`src/rtl/cmp_sweep_scheduler.sv`:
```
// cmp_sweep_scheduler: runs comparator measurement sweeps over the ref, S11 and S21
// channels. For each enabled channel it raises the swing enable and waits a settle
// time. It then pulses triger, counts comparator activity over a fixed window, and
// offers the count on a valid/ready result port.
// Optional build macro: CMP_SWEEP_EDGE_COUNT_EN. When defined, the window counts
// rising edges of the selected comparator instead of its high cycles.
module cmp_sweep_scheduler #(
   parameter int SETTLE_CYCLES = 64,
   parameter int WINDOW_CYCLES = 1024,
   parameter int CNT_W         = 16
) (
   input  logic             free_run_clk,
   input  logic             reset,
   input  logic             start,
   input  logic [2:0]       ch_mask,
   input  logic             abort,
   input  logic             cmp_ref,
   input  logic             cmp_s11,
   input  logic             cmp_s21,
   output logic             ref_swing,
   output logic             S11_swing,
   output logic             S21_swing,
   output logic             triger,
   output logic             res_valid,
   input  logic             res_ready,
   output logic [1:0]       res_ch,
   output logic [CNT_W-1:0] res_count,
   output logic             busy,
   output logic             done
);

   localparam int MAX_CYC = (SETTLE_CYCLES > WINDOW_CYCLES) ? SETTLE_CYCLES : WINDOW_CYCLES;
   localparam int TMR_W   = (MAX_CYC > 1) ? $clog2(MAX_CYC) : 1;

   typedef enum logic [1:0] {
      S_IDLE    = 2'd0,
      S_SETTLE  = 2'd1,
      S_MEASURE = 2'd2,
      S_REPORT  = 2'd3
   } state_t;

   state_t             state_q, state_d;
   logic [2:0]         mask_q, mask_d;
   logic [1:0]         ch_q, ch_d;
   logic [TMR_W-1:0]   tmr_q, tmr_d;
   logic [CNT_W-1:0]   count_q, count_d;
   logic [2:0]         swing_q, swing_d;
   logic               triger_q, triger_d;
   logic               res_valid_q, res_valid_d;
   logic               done_q, done_d;
   logic               busy_q, busy_d;
   logic               cmp_sel;
   logic               hit;
   logic [2:0]         nxt;

   // Lowest set bit of a channel mask (caller guarantees at least one bit set when it matters).
   function automatic logic [1:0] lowest_ch(input logic [2:0] m);
      if (m[0])      return 2'd0;
      else if (m[1]) return 2'd1;
      else           return 2'd2;
   endfunction

   // Next enabled channel strictly above cur; MSB of the result flags that one exists.
   function automatic logic [2:0] next_ch(input logic [2:0] m, input logic [1:0] cur);
      logic [2:0] above;
      case (cur)
         2'd0:    above = m & 3'b110;
         2'd1:    above = m & 3'b100;
         default: above = 3'b000;
      endcase
      return {|above, lowest_ch(above)};
   endfunction

   function automatic logic [2:0] ch_onehot(input logic [1:0] c);
      case (c)
         2'd0:    return 3'b001;
         2'd1:    return 3'b010;
         2'd2:    return 3'b100;
         default: return 3'b000;
      endcase
   endfunction

   // Saturating increment: the count sticks at all-ones instead of wrapping.
   function automatic logic [CNT_W-1:0] sat_inc(input logic [CNT_W-1:0] c, input logic inc);
      if (inc && (c != {CNT_W{1'b1}})) return c + CNT_W'(1);
      else                             return c;
   endfunction

   // Select the comparator belonging to the channel currently being measured.
   always_comb begin
      case (ch_q)
         2'd0:    cmp_sel = cmp_ref;
         2'd1:    cmp_sel = cmp_s11;
         default: cmp_sel = cmp_s21;
      endcase
   end

`ifdef CMP_SWEEP_EDGE_COUNT_EN
   logic prev_q, prev_d;

   assign hit = cmp_sel & ~prev_q;

   // Track the previous comparator sample from the last settle cycle through the window,
   // so a comparator already high when the window opens is not counted as an edge.
   always_comb begin
      prev_d = prev_q;
      if ((state_q == S_SETTLE && tmr_q == '0) || state_q == S_MEASURE)
         prev_d = cmp_sel;
   end

   // Previous-sample register.
   always_ff @(posedge free_run_clk or posedge reset) begin
      if (reset) prev_q <= 1'b0;
      else       prev_q <= prev_d;
   end
`else
   assign hit = cmp_sel;
`endif

   // Next-state and registered-output logic; abort overrides everything outside IDLE.
   always_comb begin
      state_d  = state_q;
      mask_d   = mask_q;
      ch_d     = ch_q;
      tmr_d    = tmr_q;
      count_d  = count_q;
      triger_d = 1'b0;
      done_d   = 1'b0;
      nxt      = next_ch(mask_q, ch_q);

      case (state_q)
         S_IDLE: begin
            if (start) begin
               if (|ch_mask) begin
                  mask_d  = ch_mask;
                  ch_d    = lowest_ch(ch_mask);
                  tmr_d   = TMR_W'(SETTLE_CYCLES - 1);
                  state_d = S_SETTLE;
               end else begin
                  done_d = 1'b1;
               end
            end
         end
         S_SETTLE: begin
            if (tmr_q == '0) begin
               state_d  = S_MEASURE;
               tmr_d    = TMR_W'(WINDOW_CYCLES - 1);
               count_d  = '0;
               triger_d = 1'b1;
            end else begin
               tmr_d = tmr_q - TMR_W'(1);
            end
         end
         S_MEASURE: begin
            count_d = sat_inc(count_q, hit);
            if (tmr_q == '0) state_d = S_REPORT;
            else             tmr_d   = tmr_q - TMR_W'(1);
         end
         S_REPORT: begin
            if (res_ready) begin
               if (nxt[2]) begin
                  ch_d    = nxt[1:0];
                  tmr_d   = TMR_W'(SETTLE_CYCLES - 1);
                  state_d = S_SETTLE;
               end else begin
                  state_d = S_IDLE;
                  done_d  = 1'b1;
               end
            end
         end
         default: state_d = S_IDLE;
      endcase

      if (abort && state_q != S_IDLE) begin
         state_d  = S_IDLE;
         tmr_d    = '0;
         count_d  = '0;
         triger_d = 1'b0;
         done_d   = 1'b0;
      end

      busy_d      = (state_d != S_IDLE);
      res_valid_d = (state_d == S_REPORT);
      swing_d     = (state_d == S_SETTLE || state_d == S_MEASURE) ? ch_onehot(ch_d) : 3'b000;
   end

   // State, counters and registered outputs.
   always_ff @(posedge free_run_clk or posedge reset) begin
      if (reset) begin
         state_q     <= S_IDLE;
         mask_q      <= '0;
         ch_q        <= '0;
         tmr_q       <= '0;
         count_q     <= '0;
         swing_q     <= '0;
         triger_q    <= 1'b0;
         res_valid_q <= 1'b0;
         done_q      <= 1'b0;
         busy_q      <= 1'b0;
      end else begin
         state_q     <= state_d;
         mask_q      <= mask_d;
         ch_q        <= ch_d;
         tmr_q       <= tmr_d;
         count_q     <= count_d;
         swing_q     <= swing_d;
         triger_q    <= triger_d;
         res_valid_q <= res_valid_d;
         done_q      <= done_d;
         busy_q      <= busy_d;
      end
   end

   assign ref_swing = swing_q[0];
   assign S11_swing = swing_q[1];
   assign S21_swing = swing_q[2];
   assign triger    = triger_q;
   assign res_valid = res_valid_q;
   assign res_ch    = ch_q;
   assign res_count = count_q;
   assign busy      = busy_q;
   assign done      = done_q;

endmodule

```
`config.mk`:
```
export PLATFORM = sky130hd
export DESIGN_NAME = cmp_sweep_scheduler
export DESIGN_NICKNAME = d
export VERILOG_FILES = /design/src/rtl/cmp_sweep_scheduler.sv
export SDC_FILE = /design/constraint.sdc
export NUM_CORES = 1
export LEC_CHECK = 0
export ABC_AREA = 1
export CAP_MARGIN = 25
export CORE_ASPECT_RATIO = 0.8
export CORE_MARGIN = 2
export CORE_UTILIZATION = 50
export CTS_CLUSTER_SIZE = 28
export DETAILED_ROUTE_END_ITERATION = 6
export PLACE_DENSITY = 0.78
export SLEW_MARGIN = 20
export SYNTH_ARGS = -nofsm -noshare
export SYNTH_HDL_FRONTEND = slang
export SYNTH_SLANG_ARGS = --single-unit
```
`constraint.sdc`:
```
create_clock -name free_run_clk -period 2.4 [get_ports free_run_clk]
set_input_delay 0.48 -clock free_run_clk [delete_from_list [all_inputs] [get_ports free_run_clk]]
set_output_delay 0.48 -clock free_run_clk [all_outputs]
set_load 0.05 [all_outputs]
```
==> Yosys cells after proc, flatten, opt, wreduce, memory -nomap -nowiden <==
Cells that the tools add are included.
{ "op_classes": {"mux": 42, "reduce_logical": 15, "eq_ne": 17, "add_sub_neg": 2} }
{ "op_table": {"columns": ["operator", "count"], "rows": [
  ["$mux W10", 7],
  ["$mux W16", 3],
  ["$pmux W10 S4", 1],
  ["$pmux W16 S2", 1],
  ["$mux W2", 14],
  ["$ne A3 B3 Y1 const B", 7],
  ["$add A16 B1 Y16 const B", 1],
  ["$ne A16 B16 Y1 const B", 1],
  ["$eq A2 B2 Y1 const B", 5],
  ["$logic_not A10 Y1", 1],
  ["$sub A10 B1 Y10 const B", 1],
  ["$mux W1", 9],
  ["$pmux W3 S3", 1],
  ["$eq A2 B1 Y1 const B", 4],
  ["$pmux W2 S4", 1],
  ["$logic_not A2 Y1", 3],
  ["$pmux W3 S2", 1],
  ["$reduce_and A3 Y1", 2],
  ["$reduce_or A3 Y1", 2],
  ["$reduce_and A5 Y1", 1],
  ["$pmux W1 S2", 2],
  ["$pmux W2 S2", 1],
  ["$reduce_bool A2 Y1", 2],
  ["$mux W3", 1],
  ["other kinds (3)", 4]
]} }
{ "totals": {"elab_cells": 86, "in_bits": 11, "ff_bits": 40, "output_inout_bits": 25} }

==> Depth between registers and ports, before layout <==
{ "logic_depth": {"ltp_word": 10, "ltp_mapped": 13, "ltp_nobuf": 13} }

==> Least setup slack after synthesis <==
No wires, ideal clock.
{ "synth_timing": {"path_kind": "register -> register", "start": "register state_q[0]", "end": "register swing_q[2]", "setup_slack_ns": 0.483, "period_less_slack_ns": 1.917, "stages_incl_launch_ff": 11, "arrival_time_ns": 1.793, "setup_ns": 0.124, "path_buffers": 2, "required_ns": 2.276, "path_cell_list": "dfrtp_1 > inv_1 > ha_1 > inv_2 > nand2_1 > buf_4 > buf_2 > nand3_1 > ha_1 > nand3_1 > nor2_1"} }
{ "synth_via": {"elab_chain_len": 7, "elab_cells_between_ends": 22, "cone_classes": "eq/ne: 7; mux: 10; reduce/logical: 5"} }
{ "synth_rtl": {"columns": ["element", "line_no", "text"], "rows": [
  ["start: declaration", "42", "state_t state_q, state_d;"],
  ["start signal: assignment", "201", "state_q <= state_d;"],
  ["$mux W2", "134", "if (|ch_mask) begin"],
  ["$mux W2", "133", "if (start) begin"],
  ["$pmux W2 S4", "131", "case (state_q)"],
  ["$mux W2", "174", "if (abort && state_q != S_IDLE) begin"],
  ["$eq A2 B1 Y1 or $eq A2 B2 Y1 (tied branches)", "184", "swing_d = (state_d == S_SETTLE || state_d == S_MEASURE) ? ch_onehot(ch_d) : 3'b000;"],
  ["$logic_or A1 B1 Y1", "184", null],
  ["$mux W3 *", "184", null],
  ["net swing_d[2]", "47", "logic [2:0] swing_q, swing_d;"],
  ["end signal: assignment", "206", "swing_q <= swing_d;"],
  ["end: declaration", "47", null]
]} }
Mark *: on every way through the listed nets, which the timed path passes. The rest lies on a longest branch.
A chain may end at the register's enable or synchronous reset.

==> Final worst setup path <==
{ "layout_timing": {"start": "register count_q[11], in the netlist res_count[11]", "end": "output port res_count[11]"} }
{ "layout_lines": {"columns": ["element", "line_no", "text"], "rows": [
  ["start: declaration", "46", "logic [CNT_W-1:0] count_q, count_d;"],
  ["start signal: assignment", "205", "count_q <= count_d;"],
  ["end: declaration", "27", "output logic [CNT_W-1:0] res_count,"]
]} }
No word-level cell between the ends.

==> results <==
- During synthesis, Yosys emitted a total of 0 warnings.
- Counting every net in the synthesized netlist gives 393.
- By area the synthesized netlist is led by sky130_fd_sc_hd__dfrtp_1, sky130_fd_sc_hd__nand2_1, sky130_fd_sc_hd__nand3_1.
- The analysis attributes to cell leakage a power of 0.00146 uW.
- Counting both buffers and inverters, the worst setup path holds a total of 1.
- Before antenna repair, the detailed router went through 5 iterations.
- After clock tree synthesis, the setup repair step added 0 buffers.
- Setup violations remaining at the end of the flow were counted as 0.
- The floorplan has 23 rows.
- The final layout contains routed wiring with a total length of around 6300 um.
- In the final layout, the share of cells above drive strength 1 is 11.6%.
- After clock tree synthesis, the flow added hold-fix buffers numbering 0.
- At the end of routability-driven placement, the weighted congestion stood at 0.899.
- 36 I/O pins were placed.
- The startpoint of the lowest-slack register-to-register path is state_q[0].
- In this run, flip-flops and latches consume 26.6% of the power.
- The number of synthesized flops with an enable pin is 0.
- The cell type with the largest total area after synthesis is sky130_fd_sc_hd__dfrtp_1.
- The die outline height is 69.6 um.
- Setup repair after global routing left no endpoint under its margin.
- Once placement completed, the tool counted placed cells totaling ~470.
- The initial antenna violation count is 0.
- The worst setup path category is register to primary output.
- The met2 track demand over resource is 32.6%.
- The clock insertion delay at the later pin of the skew report is ~0.3 ns.
- In this run, post-CTS repair resized a total of 0 instances.
- The power dissipated by switching net loads is 1740 uW.
- The count of distinct cell types in the synthesized netlist is 30.
- The top achievable clock speed is 466 MHz.
- The clock tree from TritonCTS is built.
- The fraction of power spent switching nets is between 40 and 50%.
- The worst reg-to-reg path cell count is 10.
- STA puts the critical path data arrival time at about 1.7 ns.
- The number of pins with negative max-slew slack in the final report is 0.
- In this run the number of H-tree levels came out at 2.
- The number of buffers added on ports is 35.
- The detailed router placed 2563 vias in this run.
- The startpoint identified for the worst hold timing path is mask_q[2].
- The detail route stage leaves a number of antenna-violating nets equal to 0.
- The final-layout setup total negative slack is 0 ns.
- The most used routing layer in global routing is met2.
- The top-area cell type share of the netlist area is 36.3%.
- The destination of the worst register-to-register timing path is res_count[10].
- The synthesized area is 2690 um^2.
- The depth of the worst hold-timing path is 2.
- The worst hold path endpoint is mask_q[2].
- The final critical-path required period is 2.14 ns.
- The post-layout instance count excluding filler cells is ~480.
- At the pin with the least slew margin, the transition time is 0.508 ns.
- The final standard cell area without fillers is 3200 um^2.
- Clock tree synthesis found a total of 39 sinks.
- The global routing usage on met1 is a little under a third.
- Cell internal power was estimated by the tool at 1830 uW.
- The total area inside the core boundary comes to between 5000 and 6000 um^2.
- The filler cell count in the final layout is 466.
- The worst register-to-register path has a setup slack of 0.29 ns.
- From left edge to right edge, the die measures roughly 86 um.
- The number of global-route vias before repair is 2322.
- The critical path data required time is 1.92 ns.
- The number of instances in the synthesized netlist is 373.
- The flow ran to the end, and the final reports show no timing, DRC or antenna violations.
- The number of diodes is 0.
- The met3 track demand over resource is roughly 4.4%.
- The category of cells accounting for the largest share of critical-path delay is buffers and inverters.
- The number of clock buffers inserted by TritonCTS is 5.
- The highest-delay cell along the critical path is sky130_fd_sc_hd__clkdlybuf4s50_1.
- The post-route clock skew is around 0.0081 ns.
- In this run the tightest slew margin relative to its limit is 65.9%.
- The final net count is 432.
- The most repeated cell in the gate-level netlist after synthesis is sky130_fd_sc_hd__nand2_1.
- Entering global routing, the biggest net connects 40 pins.
- The primary flip-flop cell chosen by synthesis mapping is sky130_fd_sc_hd__dfrtp_1.
- Global routing used 21.9% of the available tracks across all layers.
- The tree is rooted in a sky130_fd_sc_hd__clkbuf_8.
- The worst min-delay path category is register to register.
- The synthesis-to-layout area growth is 19.0%.
- Counting flops with an async set or reset pin after synthesis yields a share of 100%.
- The wire length of the first global-routing pass is 10600 um.
- The mean instance size in the synthesized netlist is 7.20 um^2.
- In the routed layout, each cell is associated on average with a via count of between 5 and 6.
- The number of max-capacitance violations reported is 0.
- The initial utilization of the core area, before any placement, comes to 52.7%.
- The routed wire length per instance is 13.3 um.
- The maximum single-stage delay on the critical path is 0.86 ns.
- The area enclosed by the die boundary is roughly 6000 um^2.
- Once detailed placement completed, the half-perimeter wirelength came to 4530 um.
- Counting instances in the post-synthesis netlist gives the leading cell types as sky130_fd_sc_hd__nand2_1, sky130_fd_sc_hd__nand3_1, sky130_fd_sc_hd__inv_1.
- In this run, the combinational gates consume 54.7% of the power.
- The final count of hold timing violations is 0.
- The critical path startpoint category is a register.
- Global routing finished with a remaining overflow of 0.
- Across all hold checks on the routed design, the worst slack comes to roughly 0.53 ns.
- The share of synthesized area occupied by flip-flops and latches is 36.3%.
- For this run, design rule violations remaining after detail routing come to 0.
- Summing all placed instances gives a cell area of 3060 um^2.
- Synthesis inferred 39 register bits.
- The largest buffer count on any clock path is 2.
- Of all nets on the critical path, the largest fanout is 6.
- The final critical path takes up a little under 90% of the cycle.
- The clock edge transition at the registers on the reported setup and hold paths is 0.08 ns.
- The number of DRC markers in iteration 0 is 212.
- The worst supply voltage drop on vdd is 0.904 mV.
- The worst setup path is captured at a primary output.
- The clock share of power is 18.7%.
- The power density over cell area is 1110 nW/um^2.
- Traced cell by cell, the critical path runs through clkdlybuf4s50_1.
## power by group through the flow
stage	registers [uW]	logic, uW	clock network (uW)
finish	949	1950	666
global route	973	2170	700
CTS	950	1940	676
detailed placement	961	1930	0
global placement	956	1900	0
floorplan	1150	1460	0
## layer usage
layer / up-vias / part of all wire (%)
li1: 1297 / -
met1: 1178 / 50
met2: 80 / 43
met3: 8 / 5.8
met4: 0 / 1.0
met5: - / 0
## worst min-delay path, delay by kind of cell, from the launching register on
family / cells / cell delay, ns
DFF: 1 / 0.39
and+or+nand+nor: 2 / 0.11
## layout make-up
type                            count  area (um^2)  share of cell area [%]
Timing Repair Buffer               39          380                    11.9
Clock inverter                      2         60.1                    1.88
Sequential cell                    39          976                    30.5
Tap cell                           62         77.6                    2.43
Inverter                           44          168                    5.25
Clock buffer                        6         72.6                    2.27
Multi-Input combinational cell    283         1460                    45.7
## cells in the final DEF (no fill, tap or decap), types with 4 or more instances in the layout
master	synthesis	routed
sky130_fd_sc_hd__buf_4	1	4
sky130_fd_sc_hd__clkbuf_8	0	5
sky130_fd_sc_hd__clkdlybuf4s50_1	0	35
sky130_fd_sc_hd__dfrtp_1	39	39
sky130_fd_sc_hd__ha_1	9	9
sky130_fd_sc_hd__inv_1	41	41
sky130_fd_sc_hd__nand2_1	107	107
sky130_fd_sc_hd__nand2_2	9	9
sky130_fd_sc_hd__nand3_1	44	44
sky130_fd_sc_hd__nand4_1	15	15
sky130_fd_sc_hd__nor2_1	38	38
sky130_fd_sc_hd__nor2_2	5	5
sky130_fd_sc_hd__nor3_1	4	4
sky130_fd_sc_hd__o21ai_0	10	10
sky130_fd_sc_hd__o21ai_1	5	5
sky130_fd_sc_hd__o21ai_2	14	14
## cells by family after synthesis
kind of cell,Yosys count,share of synthesized area [%]
xor+xnor,4,1.30
buf+inv,51,9.27
fa+ha+maj,9,4.19
flops,39,36.3
compound gates,42,10.7
simple gates,228,38.2
## worst max path at each step
stage                        from            end  slack, ns  depth (start not counted)
global route           state_q[0]     swing_q[2]       0.10                         11
CTS                 res_count[11]  res_count[11]       0.27                          1
floorplan              state_q[0]     swing_q[2]       0.48                         10
finish              res_count[11]  res_count[11]       0.26                          1
global placement        res_ready     swing_q[2]       0.27                         12
detailed placement     ch_mask[2]     swing_q[2]       0.25                         10
## flip-flops by register name, indices dropped and copies added (netlist names)
| name | flops |
|---|---|
| busy | 1 |
| swing_q | 3 |
| res_valid | 1 |
| mask_q | 2 |
| res_count | 16 |
| res_ch | 2 |
| done | 1 |
| state_q | 2 |
| triger | 1 |
| tmr_q | 10 |
## metrics by stage
| step | utilization, % | worst slack, ns | power, uW |
|---|---|---|---|
| floorplan | - | 0.483 | 2600 |
| global placement | 60.1 | 0.266 | 2860 |
| detailed placement | 60.1 | 0.249 | 2890 |
| CTS | 62.7 | 0.272 | 3570 |
| global route | 62.7 | 0.103 | 3850 |
| finish | 62.7 | 0.256 | 3560 |
No activity file was read; power rests on OpenSTA's default activity.
